===== src/rtl/uart_tx_scheduler_pkg.sv =====
// Shared constants for the UART TX scheduler: peripheral addresses and the
// 3-bit encodings of the transmit sequencer states.
package uart_tx_scheduler_pkg;

  localparam logic [31:0] TX_DATA_ADDR   = 32'h4000_0018;
  localparam logic [31:0] UART_CTRL_ADDR = 32'h4000_0020;

  typedef enum logic [2:0] {
    ST_IDLE      = 3'd0,
    ST_LOAD      = 3'd1,
    ST_SEND      = 3'd2,
    ST_WAIT_BUSY = 3'd3,
    ST_WAIT_DONE = 3'd4
  } state_t;

endpackage


===== src/rtl/uart_tx_scheduler_fifo.sv =====
// Synchronous FIFO for queued TX bytes. Flush clears pointers and count and
// overrides any push in the same cycle. A push into a full FIFO lands only
// when a pop happens in the same cycle.
module uart_tx_scheduler_fifo #(
  parameter int WIDTH = 8,
  parameter int DEPTH = 8,
  localparam int AW = $clog2(DEPTH),
  localparam int CW = $clog2(DEPTH) + 1
) (
  input  logic             clk,
  input  logic             reset,
  input  logic             push,
  input  logic             pop,
  input  logic             flush,
  input  logic [WIDTH-1:0] din,
  output logic [WIDTH-1:0] dout,
  output logic [CW-1:0]    level,
  output logic             full
);

  logic [WIDTH-1:0] mem [DEPTH];
  logic [AW-1:0]    head;
  logic [AW-1:0]    tail;
  logic [CW-1:0]    count;
  logic             wr;
  logic             rd;

  assign full  = (count == CW'(DEPTH));
  assign level = count;
  assign dout  = mem[head];
  assign rd    = pop && (count != '0) && !flush;
  assign wr    = push && !flush && (!full || rd);

  always_ff @(posedge clk) begin
    if (wr) begin
      mem[tail] <= din;
    end
  end

  always_ff @(posedge clk or negedge reset) begin
    if (!reset) begin
      head  <= '0;
      tail  <= '0;
      count <= '0;
    end else if (flush) begin
      head  <= '0;
      tail  <= '0;
      count <= '0;
    end else begin
      if (wr) tail <= tail + AW'(1);
      if (rd) head <= head + AW'(1);
      case ({wr, rd})
        2'b10:   count <= count + CW'(1);
        2'b01:   count <= count - CW'(1);
        default: count <= count;
      endcase
    end
  end

endmodule


===== src/rtl/uart_tx_scheduler.sv =====
// Queues CPU TX bytes and hands them one at a time to the UART core.
// Optional drain-complete interrupt is built when UART_TX_IRQ_EN is defined.
module uart_tx_scheduler
  import uart_tx_scheduler_pkg::*;
#(
  parameter int DEPTH        = 8,
  parameter int BUSY_TIMEOUT = 16,
  localparam int CW = $clog2(DEPTH) + 1
) (
  input  logic          clk,
  input  logic          reset,
  input  logic          push,
  input  logic [7:0]    push_data,
  input  logic          flush,
  input  logic          clr_err,
  input  logic          tx_status,
  output logic [7:0]    tx_data,
  output logic          tx_send,
  output logic [CW-1:0] level,
  output logic          full,
  output logic          busy,
  output logic          ovf,
  output logic          tmo,
  output logic          irq
);

  localparam int TW = $clog2(BUSY_TIMEOUT + 1);
  localparam logic [TW-1:0] TMO_LAST = TW'(BUSY_TIMEOUT - 1);

  state_t        state;
  state_t        state_next;
  logic [7:0]    fifo_head;
  logic [CW-1:0] fifo_level;
  logic          fifo_full;
  logic          pop;
  logic          ovf_set;
  logic          tmo_set;
  logic [TW-1:0] tmo_cnt;
  logic [7:0]    tx_data_q;
  logic          tx_send_q;
  logic          ovf_q;
  logic          tmo_q;

  uart_tx_scheduler_fifo #(.WIDTH(8), .DEPTH(DEPTH)) u_fifo (
    .clk   (clk),
    .reset (reset),
    .push  (push),
    .pop   (pop),
    .flush (flush),
    .din   (push_data),
    .dout  (fifo_head),
    .level (fifo_level),
    .full  (fifo_full)
  );

  // Handshake: a byte is offered only while tx_status=1 (UART idle); tx_send
  // is a one-cycle strobe with tx_data already stable; the UART acknowledges
  // by dropping tx_status and signals completion by raising it again.
  always_comb begin
    state_next = state;
    pop        = 1'b0;
    tmo_set    = 1'b0;
    case (state)
      ST_IDLE: begin
        if ((fifo_level != '0) && tx_status) state_next = ST_LOAD;
      end
      ST_LOAD: begin
        // A flush in the cycle we left IDLE can empty the FIFO under us.
        if (fifo_level != '0) begin
          pop        = 1'b1;
          state_next = ST_SEND;
        end else begin
          state_next = ST_IDLE;
        end
      end
      ST_SEND: state_next = ST_WAIT_BUSY;
      ST_WAIT_BUSY: begin
        if (!tx_status) begin
          state_next = ST_WAIT_DONE;
        end else if (tmo_cnt == TMO_LAST) begin
          tmo_set    = 1'b1;
          state_next = ST_IDLE;
        end
      end
      ST_WAIT_DONE: begin
        if (tx_status) state_next = ST_IDLE;
      end
      default: state_next = ST_IDLE;
    endcase
  end

  assign ovf_set = push && !flush && fifo_full && !pop;

  always_ff @(posedge clk or negedge reset) begin
    if (!reset) begin
      state     <= ST_IDLE;
      tx_data_q <= '0;
      tx_send_q <= 1'b0;
      tmo_cnt   <= '0;
      ovf_q     <= 1'b0;
      tmo_q     <= 1'b0;
    end else begin
      state     <= state_next;
      // Registered strobe: asserted exactly for the SEND cycle, glitch-free.
      tx_send_q <= pop;
      if (pop) tx_data_q <= fifo_head;
      if (state == ST_SEND) begin
        tmo_cnt <= '0;
      end else if (state == ST_WAIT_BUSY) begin
        tmo_cnt <= tmo_cnt + TW'(1);
      end
      if (ovf_set)      ovf_q <= 1'b1;
      else if (clr_err) ovf_q <= 1'b0;
      if (tmo_set)      tmo_q <= 1'b1;
      else if (clr_err) tmo_q <= 1'b0;
    end
  end

`ifdef UART_TX_IRQ_EN
  logic irq_q;
  logic sent_any;
  logic drain_done;

  assign drain_done = ((state == ST_WAIT_BUSY) || (state == ST_WAIT_DONE)) &&
                      (state_next == ST_IDLE) && (fifo_level == '0) && sent_any;

  always_ff @(posedge clk or negedge reset) begin
    if (!reset) begin
      irq_q    <= 1'b0;
      sent_any <= 1'b0;
    end else begin
      if (state == ST_SEND) sent_any <= 1'b1;
      else if (drain_done)  sent_any <= 1'b0;
      if (push || flush || clr_err) irq_q <= 1'b0;
      else if (drain_done)          irq_q <= 1'b1;
    end
  end

  assign irq = irq_q;
`else
  assign irq = 1'b0;
`endif

  assign tx_data = tx_data_q;
  assign tx_send = tx_send_q;
  assign level   = fifo_level;
  assign full    = fifo_full;
  assign busy    = (state != ST_IDLE) || (fifo_level != '0);
  assign ovf     = ovf_q;
  assign tmo     = tmo_q;

endmodule


===== config.mk =====
export PLATFORM = sky130hd
export DESIGN_NAME = uart_tx_scheduler
export DESIGN_NICKNAME = d
export VERILOG_FILES = /design/src/rtl/uart_tx_scheduler_pkg.sv /design/src/rtl/uart_tx_scheduler_fifo.sv /design/src/rtl/uart_tx_scheduler.sv
export SDC_FILE = /design/constraint.sdc
export NUM_CORES = 1
export LEC_CHECK = 0
export BUFFER_PORTS_ARGS = -buffer_cell sky130_fd_sc_hd__buf_4
export CAP_MARGIN = 10
export CORE_MARGIN = 5
export CORE_UTILIZATION = 45
export CTS_BUF_LIST = sky130_fd_sc_hd__clkbuf_16
export DETAILED_ROUTE_END_ITERATION = 7
export PLACE_DENSITY = 0.68
export SYNTH_ARGS = -nofsm -noshare
export SYNTH_HDL_FRONTEND = slang
export SYNTH_SLANG_ARGS = --single-unit

===== constraint.sdc =====
create_clock -name clk -period 2.97 [get_ports clk]
set_clock_uncertainty 0.05 [all_clocks]
set_input_delay 0.4455 -clock clk [delete_from_list [all_inputs] [get_ports clk]]
set_output_delay 0.4455 -clock clk [all_outputs]
set_load 0.01 [all_outputs]

### Yosys cells after proc, flatten, opt, wreduce, memory -nomap -nowiden

Memory sizes are Yosys's and may differ from the RTL's. A register that Yosys moved wholly into a read port is not among the register bits.
Index checks and enable logic that the tools add are counted.

| word-level totals | value |
|---|---|
| bits in registers | 21 |
| RAM bits | 64 |
| output and inout bits | 18 |
| word-level logic and storage cells | 72 |
| memories | 1 |

| operators by class | value |
|---|---|
| add/subtract/negate cells | 5 |
| equal/unequal tests | 11 |
| mux-type cells | 24 |
| reductions and logical operators | 23 |

Memory list:

| memory | depth | width | rd ports | clocked after Yosys merged registers in | write ports | RTL line | text |
|---|---|---|---|---|---|---|---|
| u_fifo.mem | 8 | 8 | 1 | 1 | 1 | uart_tx_scheduler_fifo.sv:21 | `logic [WIDTH-1:0] mem [DEPTH];` |

Operators with widths:

| cell | number |
|---|---|
| $mux 3 | 8 |
| $pmux 3 s5 | 1 |
| $mux 1 | 10 |
| $mux 5 | 2 |
| $reduce_bool 2->1 | 5 |
| $pmux 4 s2 | 1 |
| $logic_and 1x1->1 | 7 |
| $add 3x1->3 const B | 2 |
| $eq 3x2->1 const B | 2 |
| $reduce_bool 3->1 | 2 |
| $add 5x1->5 const B | 1 |
| $eq 5x4->1 const B | 1 |
| $add 4x1->4 const B | 1 |
| $eq 4x4->1 const B | 1 |
| $logic_not 1->1 | 4 |
| $mux 4 | 1 |
| $ne 2x2->1 const B | 2 |
| $reduce_bool 4->1 | 1 |
| $sub 4x1->4 const B | 1 |
| $eq 3x1->1 const B | 1 |
| $eq 3x3->1 const B | 1 |
| $logic_not 3->1 | 1 |
| $ne 3x3->1 const B | 1 |
| $reduce_and 3->1 | 1 |
| 4 further kinds | 5 |

### Logic depth before layout (Yosys ltp)

Gate-level depths: netlist of run 1.

| depth | value |
|---|---|
| depth after elaboration | 10 |
| gate-level depth with buffers | 10 |
| gate-level depth less buffers | 8 |

### Hierarchy

Synthesis of run 1 repeated with hierarchy kept, for this count alone.

| unflattened totals | value |
|---|---|
| cells, all modules | 238 |
| area total of the unflattened synthesis | 4002.6 um^2 |

By module, submodules not included:

| module | instances | cells an instance | area each (um^2) |
|---|---|---|---|
| uart_tx_scheduler_fifo | 1 | 168 | 3169.3 |
| uart_tx_scheduler | 1 | 70 | 833.3 |

### Worst setup path after synthesis of run 1

Ideal clock, no wire load.

| timing path | value |
|---|---|
| path kind | register to register |
| start | register u_fifo.count[1], in the netlist u_fifo.level[1] |
| end | register u_fifo.count[2], in the netlist u_fifo.level[2] |
| arrival time | 2332 ps |
| path slack | 509 ps |
| cell stages (with the launch flop) | 11 |
| path buffers | 2 |
| period minus slack after synthesis | 2461 ps |
| cells stage by stage | dfrtp_1 -> buf_6 -> or4_4 -> buf_6 -> nand3_1 -> inv_1 -> ha_1 -> nand3b_1 -> o21ai_0 -> or4_1 -> a21oi_1 |

| on the way | value |
|---|---|
| word-level cells in the longest chain between the ends | 10 |
| elaborated cells on any way between the ends | 16 |
| those cells by class | add/sub: 2; eq/ne: 3; mux: 4; reduce/logical: 7 |

Ends and longest elaborated chain:

| what | RTL line | text |
|---|---|---|
| start: declaration | uart_tx_scheduler_fifo.sv:24 | `logic [CW-1:0] count;` |
| start signal: assignment | uart_tx_scheduler_fifo.sv:53 | `2'b10: count <= count + CW'(1);` |
| start signal: assignment | uart_tx_scheduler_fifo.sv:54 | `2'b01: count <= count - CW'(1);` |
| start signal: assignment | uart_tx_scheduler_fifo.sv:55 | `default: count <= count;` |
| $reduce_bool 4->1 | uart_tx_scheduler_fifo.sv:31, uart_tx_scheduler.sv:69 |  |
| $mux 1 | uart_tx_scheduler.sv:69 | `if (fifo_level != '0) begin` |
| $mux 1 | uart_tx_scheduler.sv:63 | `case (state)` |
| $logic_and 1x1->1 (2 in a row) | uart_tx_scheduler_fifo.sv:31 | `assign rd = pop && (count != '0) && !flush;` |
| $logic_or 1x1->1 | uart_tx_scheduler_fifo.sv:32 | `assign wr = push && !flush && (!full \|\| rd);` |
| $logic_and 1x1->1 | uart_tx_scheduler_fifo.sv:32 |  |
| $eq 2x1->1 or $eq 2x2->1 (tied branches) | uart_tx_scheduler_fifo.sv:52 | `case ({wr, rd})` |
| $pmux 4 s2 | uart_tx_scheduler_fifo.sv:52 |  |
| $mux 4 | uart_tx_scheduler_fifo.sv:45 | `end else if (flush) begin` |

Several ways; a longest one is shown, not always the timed one.
A chain may end at the register's enable or synchronous reset.

### Worst setup path in the final report of run 1

| timing path | value |
|---|---|
| start | register u_fifo.count[1], in the netlist u_fifo.level[1] |
| end | output port busy |

| on the way | value |
|---|---|
| word-level cells in the longest chain between the ends | 2 |

Ends and longest elaborated chain:

| what | RTL line | text |
|---|---|---|
| $reduce_bool 4->1 | uart_tx_scheduler.sv:148 | `assign busy = (state != ST_IDLE) \|\| (fifo_level != '0);` |
| $logic_or 1x1->1 | uart_tx_scheduler.sv:148 |  |
| end: declaration | uart_tx_scheduler.sv:21 | `output logic busy,` |

Every way passes these cells.

==> results.tsv, run 1 <==
metric	value	unit
status	finished, final reports clean	
clkLatencyLatePin	0.33	ns
syn_avg_cell_area	15.1	um2
synthDistinctLibCells	47	
maxCapViolations	0	
finalMaxSlewViolations	0	
htree_levels	3	
drt_pre_antenna_iters	4	
n_antenna_cell	0	
drive_gt1_share	24.8	%
ys.flop_type	edfxtp_1	
fin_crit_sh	88.6	%
max-vdd-ir-drop	0.000422	V
synth_edf_count	64	
root_buffer	clkbuf_16	
global_route.usage.met1	19.2	%
synthCells	261	
cts_tree	yes	
rr_worst_depth	8	
antenna_found_initial	0	
slew_headroom	45.1	%
fin_area	0.00465	mm2
holdPathStages	2	
seq_area_frac_synth	67.2	%
worstSetupPathDepth	3	
grt.total_usage	13.7	%
worstMarginPinSlew	0.821	ns
final_util	53.8	%
finalSetupTns	0	ns
cts.path.max_buffers	2	
drt-vias-per-instance	5.43	
gp_congestion	0.809	
slowest_delay	0.58	ns
wl_per_cell	17.3	um
crit_path_start_kind	register	
dieHeight	104	um
worst_ep_arrival_time	2.13	ns
postRouteAntennaNets	0	
min_path_type	input pin to register	
grt-ovfl-total	0	
crit_buf_inv	1	
placedInstanceArea	0.00428	mm2
period_needed	2.63	ns
finalSetupViolCount	0	
fp.dieW	104	um
nets	317	
cts_resized	0	
slowest_stage	or4_4	
r2r_end	u_fifo.level[2]	
hold_viol	0	
cp_data_required_time	2.47	ns
met3_usage	3.36	%
crit_family	simple AND/OR/NAND/NOR gates	
die-area	0.0107	mm2
cp_max_fo	11	
dp_slack	0.477	ns
row_count	34	
fp.coreArea	0.00864	mm2
vias	2225	
grt_max_degree	30	
crit_start	u_fifo.level[1]	
grtUsageMet2	20.6	%
p_leak	0.00174	uW
ys_warn_count	0	
drc	0	
fmax	380	MHz
grt_pass1_vias	2236	
synth-seq-cells	93	
final_cell_mix	64 x edfxtp_1, 37 x buf_4, 29 x dfrtp_1	
worstPathCellList	or4_4 > or4_2 > buf_4	
numClockSinks	93	
cts_buffers	9	
drt_wl_total	7100	um
layout_commonest_cell	edfxtp_1	
synth_area	0.00394	mm2
hpwl	4640	um
areaGrowthSynthToFinish	18.0	%
clk_pin_slew	0.07	ns
async_reset_ff_share	31.2	%
io_buffers	30	
worstSetupEndpoint	busy	
grt_first_pass_wirelength	11600	um
total_power	3690	uW
powerDensity	793	mW/mm2
drt_iter0_drc	73	
cp-end-kind	primary output	
rsz0062_at_grt	false	
r2r_setup_slack	0.45	ns
setup_ws	0.340	ns
crit_type	register to primary output	
ios	32	
busiest_layer	met2	
start_util	45.6	%
r2r_start	u_fifo.level[1]	
synth_nets	281	
## worst register-to-register path, delay by kind of cell (launching register included)
kind / cells / cell delay (ns)
simple gates: 4 / 1.24
flops: 1 / 0.49
fa+ha+maj: 1 / 0.34
compound gates: 2 / 0.22
buf+inv: 1 / 0.09
## cells in the mapped netlist, types with 3 or more instances
cell type	count	area, um2
mux4_2	16	360
dfrtp_1	29	726
ha_1	6	75.1
o2111ai_1	3	26.3
edfxtp_1	64	1920
nor2_1	16	60.1
nand2b_1	3	18.8
nand2_1	23	86.3
inv_1	9	33.8
o21ai_0	15	75.1
xor2_1	3	26.3
nand3b_1	4	30.0
a21oi_1	8	40.0
clkbuf_1	5	18.8
mux2i_1	10	100
nand3_1	5	25.0
buf_6	3	33.8
nor3_1	5	25.0
## through the flow
| step | instances | hold slack (ns) |
|---|---|---|
| after floorplan | 261 | 0.0999 |
| after detailed placement | 393 | 0.340 |
| after CTS | 410 | 0.235 |
| after global placement | 393 | 0.340 |
| after global routing | 410 | 0.249 |
| final | 410 | 0.245 |
## repair_timing
| action | in CTS | in global routing |
|---|---|---|
| hold buffers | 1 | 0 |
| setup endpoints to repair | 0 | 0 |
| setup buffers | 0 | 0 |
| endpoints found under the hold margin | 29 | 0 |
## cells by family after synthesis
logic type / after synthesis / synth area share (%)
other cells: 1 / 0.0951
compound gates: 40 / 6.57
simple gates: 68 / 8.64
flops: 93 / 67.2
mux: 26 / 11.7
xor+xnor: 5 / 1.11
buf+inv: 22 / 2.83
fa+ha+maj: 6 / 1.90
## state kept, by name, indices dropped and copies added (netlist names)
name and cells:
u_fifo.mem 64, tx_send 1, tmo_cnt 5, u_fifo.tail 3, tx_data 8, u_fifo.level 4
ovf 1, state 3, u_fifo.head 3, tmo 1
## final cells by class
| class | count | area, um2 |
|---|---|---|
| clock buffers | 9 | 225 |
| clock inverters | 7 | 138 |
| fillers | 698 | 3990 |
| inverters | 9 | 33.8 |
| multi-input cells | 146 | 1180 |
| flip-flops and latches | 93 | 2650 |
| well taps | 108 | 135 |
| repair buffers | 38 | 288 |
## power by group
part / internal (uW) / total, uW / switching (uW) / leakage (uW)
clock network: 904 / 1360 / 454 / 0.000175
logic: 339 / 695 / 356 / 0.000602
registers: 1510 / 1630 / 123 / 0.000965
total: 2750 / 3690 / 933 / 0.00174
## layer usage
| layer | vias up | share of wire (%) |
|---|---|---|
| li1 | 1068 | - |
| met1 | 1106 | 47 |
| met2 | 47 | 47 |
| met3 | 4 | 4.9 |
| met4 | 0 | 0.68 |
| met5 | - | 0 |
## how the worst min path moves through the flow
stage               startpoint               to  slack (ns)
global placement         reset  u_fifo.level[0]        0.34
finish                 clr_err              ovf        0.25
floorplan                reset              ovf         0.1
global route         tx_status         state[2]        0.25
detailed placement       reset  u_fifo.level[0]        0.34
CTS                  tx_status         state[2]        0.23
Note: power is estimated with default switching activity, not from simulation.
==> run 2: changes to the inputs <==
Settings changed: CORE_UTILIZATION 45 to 55, PLACE_DENSITY 0.68 to 0.79.
==> run 2 against run 1 <==
Cell area fell by 2.2%. Die area fell by 17%. Critical path depth did not move. First-iteration DRC count rose to 3.0 times the previous value. Sequential power barely moved. Flip-flop and latch count did not move. Count of clock-buffer cells in the layout did not move. Combinational power rose by 2%. Critical endpoint unchanged.
==> results.tsv, run 2 (synthesis results as in run 1) <==
metric	value	unit
status	finished, final reports clean	
fin_area	0.00455	mm2
nets	318	
r2r_start	u_fifo.level[3]	
layout.cells.non_filler	399	
grt_pass1_vias	2307	
cts_tree	yes	
grt.total_usage	18.3	%
hold_viol	0	
drt_pre_antenna_iters	4	
gp_congestion	0.855	
start_util	57.4	%
p_leak	0.00171	uW
worst_ep_arrival_time	2.13	ns
worstMarginPinSlew	0.897	ns
min_path_type	input pin to register	
cp-end-kind	primary output	
grt_max_degree	30	
wl_met3	391	um
finalSetupViolCount	0	
postCtsHoldBufs	1	
clk_pin_slew	0.06	ns
power.share.clock	30.1	%
cts_setup_buffers	0	
holdWs	0.227	ns
cts_buffers	9	
finalMaxSlewViolations	0	
fp.coreArea	0.00687	mm2
wl_met2	3680	um
largest_register	u_fifo.mem	
cts_resized	0	
row_count	30	
n_antenna_cell	0	
clkLatencyLatePin	0.33	ns
drc	0	
layout_commonest_cell	edfxtp_1	
seq_power_share	48.7	%
drt_wl_total	7290	um
drive_gt1_share	24.1	%
p_sw_share	28.0	%
io_buffers	30	
root_buffer	clkbuf_16	
fin_crit_sh	88.4	%
drt-vias-per-instance	5.76	
crit_type	register to primary output	
largest_register_ffs	64	
hpwl	4820	um
powerDensity	738	mW/mm2
combPwrFrac	21.2	%
placedCellCount	382	
max-vdd-ir-drop	0.000429	V
hold_start	tx_status	
placedInstanceArea	0.00427	mm2
dieHeight	94.7	um
crit_start	u_fifo.level[3]	
final_cell_mix	64 x edfxtp_1, 38 x buf_4, 29 x dfrtp_1	
grt-ovfl-total	0	
die-area	0.00896	mm2
top_layer	met4	
final_util	66.2	%
fmax	381	MHz
postRouteAntennaNets	0	
numClockSinks	93	
cp_data_required_time	2.47	ns
areaGrowthSynthToFinish	15.4	%
crit_path_start_kind	register	
fp.dieW	94.7	um
vias	2297	
maxCapViolations	0	
grt_first_pass_wirelength	12000	um
cp_max_fo	8	
period_needed	2.62	ns
ios	32	
drt_iter0_drc	218	
rsz0062_at_grt	false	
met1Wirelength	3100	um
antenna_found_initial	0	
wl_per_cell	18.3	um
cts.path.max_buffers	2	
nFillCells	506	
finalSetupTns	0	ns
slew_headroom	40.0	%
p_int	2410	uW
p_sw	940	uW
htree_levels	3	
[run 2: final timing paths]
| kind | slack (ns) | to | cells after the start |
|---|---|---|---|
| setup / recovery | 0.35 | busy | 3 |
| hold / removal | 0.23 | state[2] | 2 |
| setup reg to reg | 0.43 | u_fifo.level[2] | 8 |
| hold reg to reg | 0.43 | tx_data[5] | 2 |
| max in group asynchronous | 2.08 | state[1] | 2 |
| min in group asynchronous | 0.51 | ovf | 2 |
[run 2: critical path, cell delays in order, from the launching register on]
cell and delay [ns]:
dfrtp_1 0.47, or4_4 0.61, or4_2 0.55, buf_4 0.16
[run 2: area by class of cell]
cell class                 instances  area, um2  share of cell area (%)
clock buffer                       9        225                    4.95
clock inverter                     7       42.5                   0.936
inverter                           9       33.8                   0.743
multi-input combinational        146       1180                    26.0
sequential                        93       2650                    58.2
tap                               96        120                    2.64
timing repair buffer              39        295                    6.49
[run 2: stage by stage]
step	worst slack (ns)	power [uW]
final	0.346	3350
after CTS	0.343	3380
after global placement	0.549	2340
after floorplan	0.509	2120
after detailed placement	0.470	2370
after global routing	0.253	3530
[run 2: layer usage]
metal	vias up	track usage [%]
met3	12	3.27
met1	1134	24.1
met5	-	0
li1	1073	-
met2	78	30.5
met4	0	6.97
[run 2: power by group through the flow]
stage / registers (uW) / clock network, uW / logic [uW]
final: 1630 / 1010 / 712
after global routing: 1650 / 1080 / 799
after CTS: 1630 / 1030 / 722
after detailed placement: 1660 / 0 / 713
after global placement: 1650 / 0 / 692
after floorplan: 1640 / 0 / 479
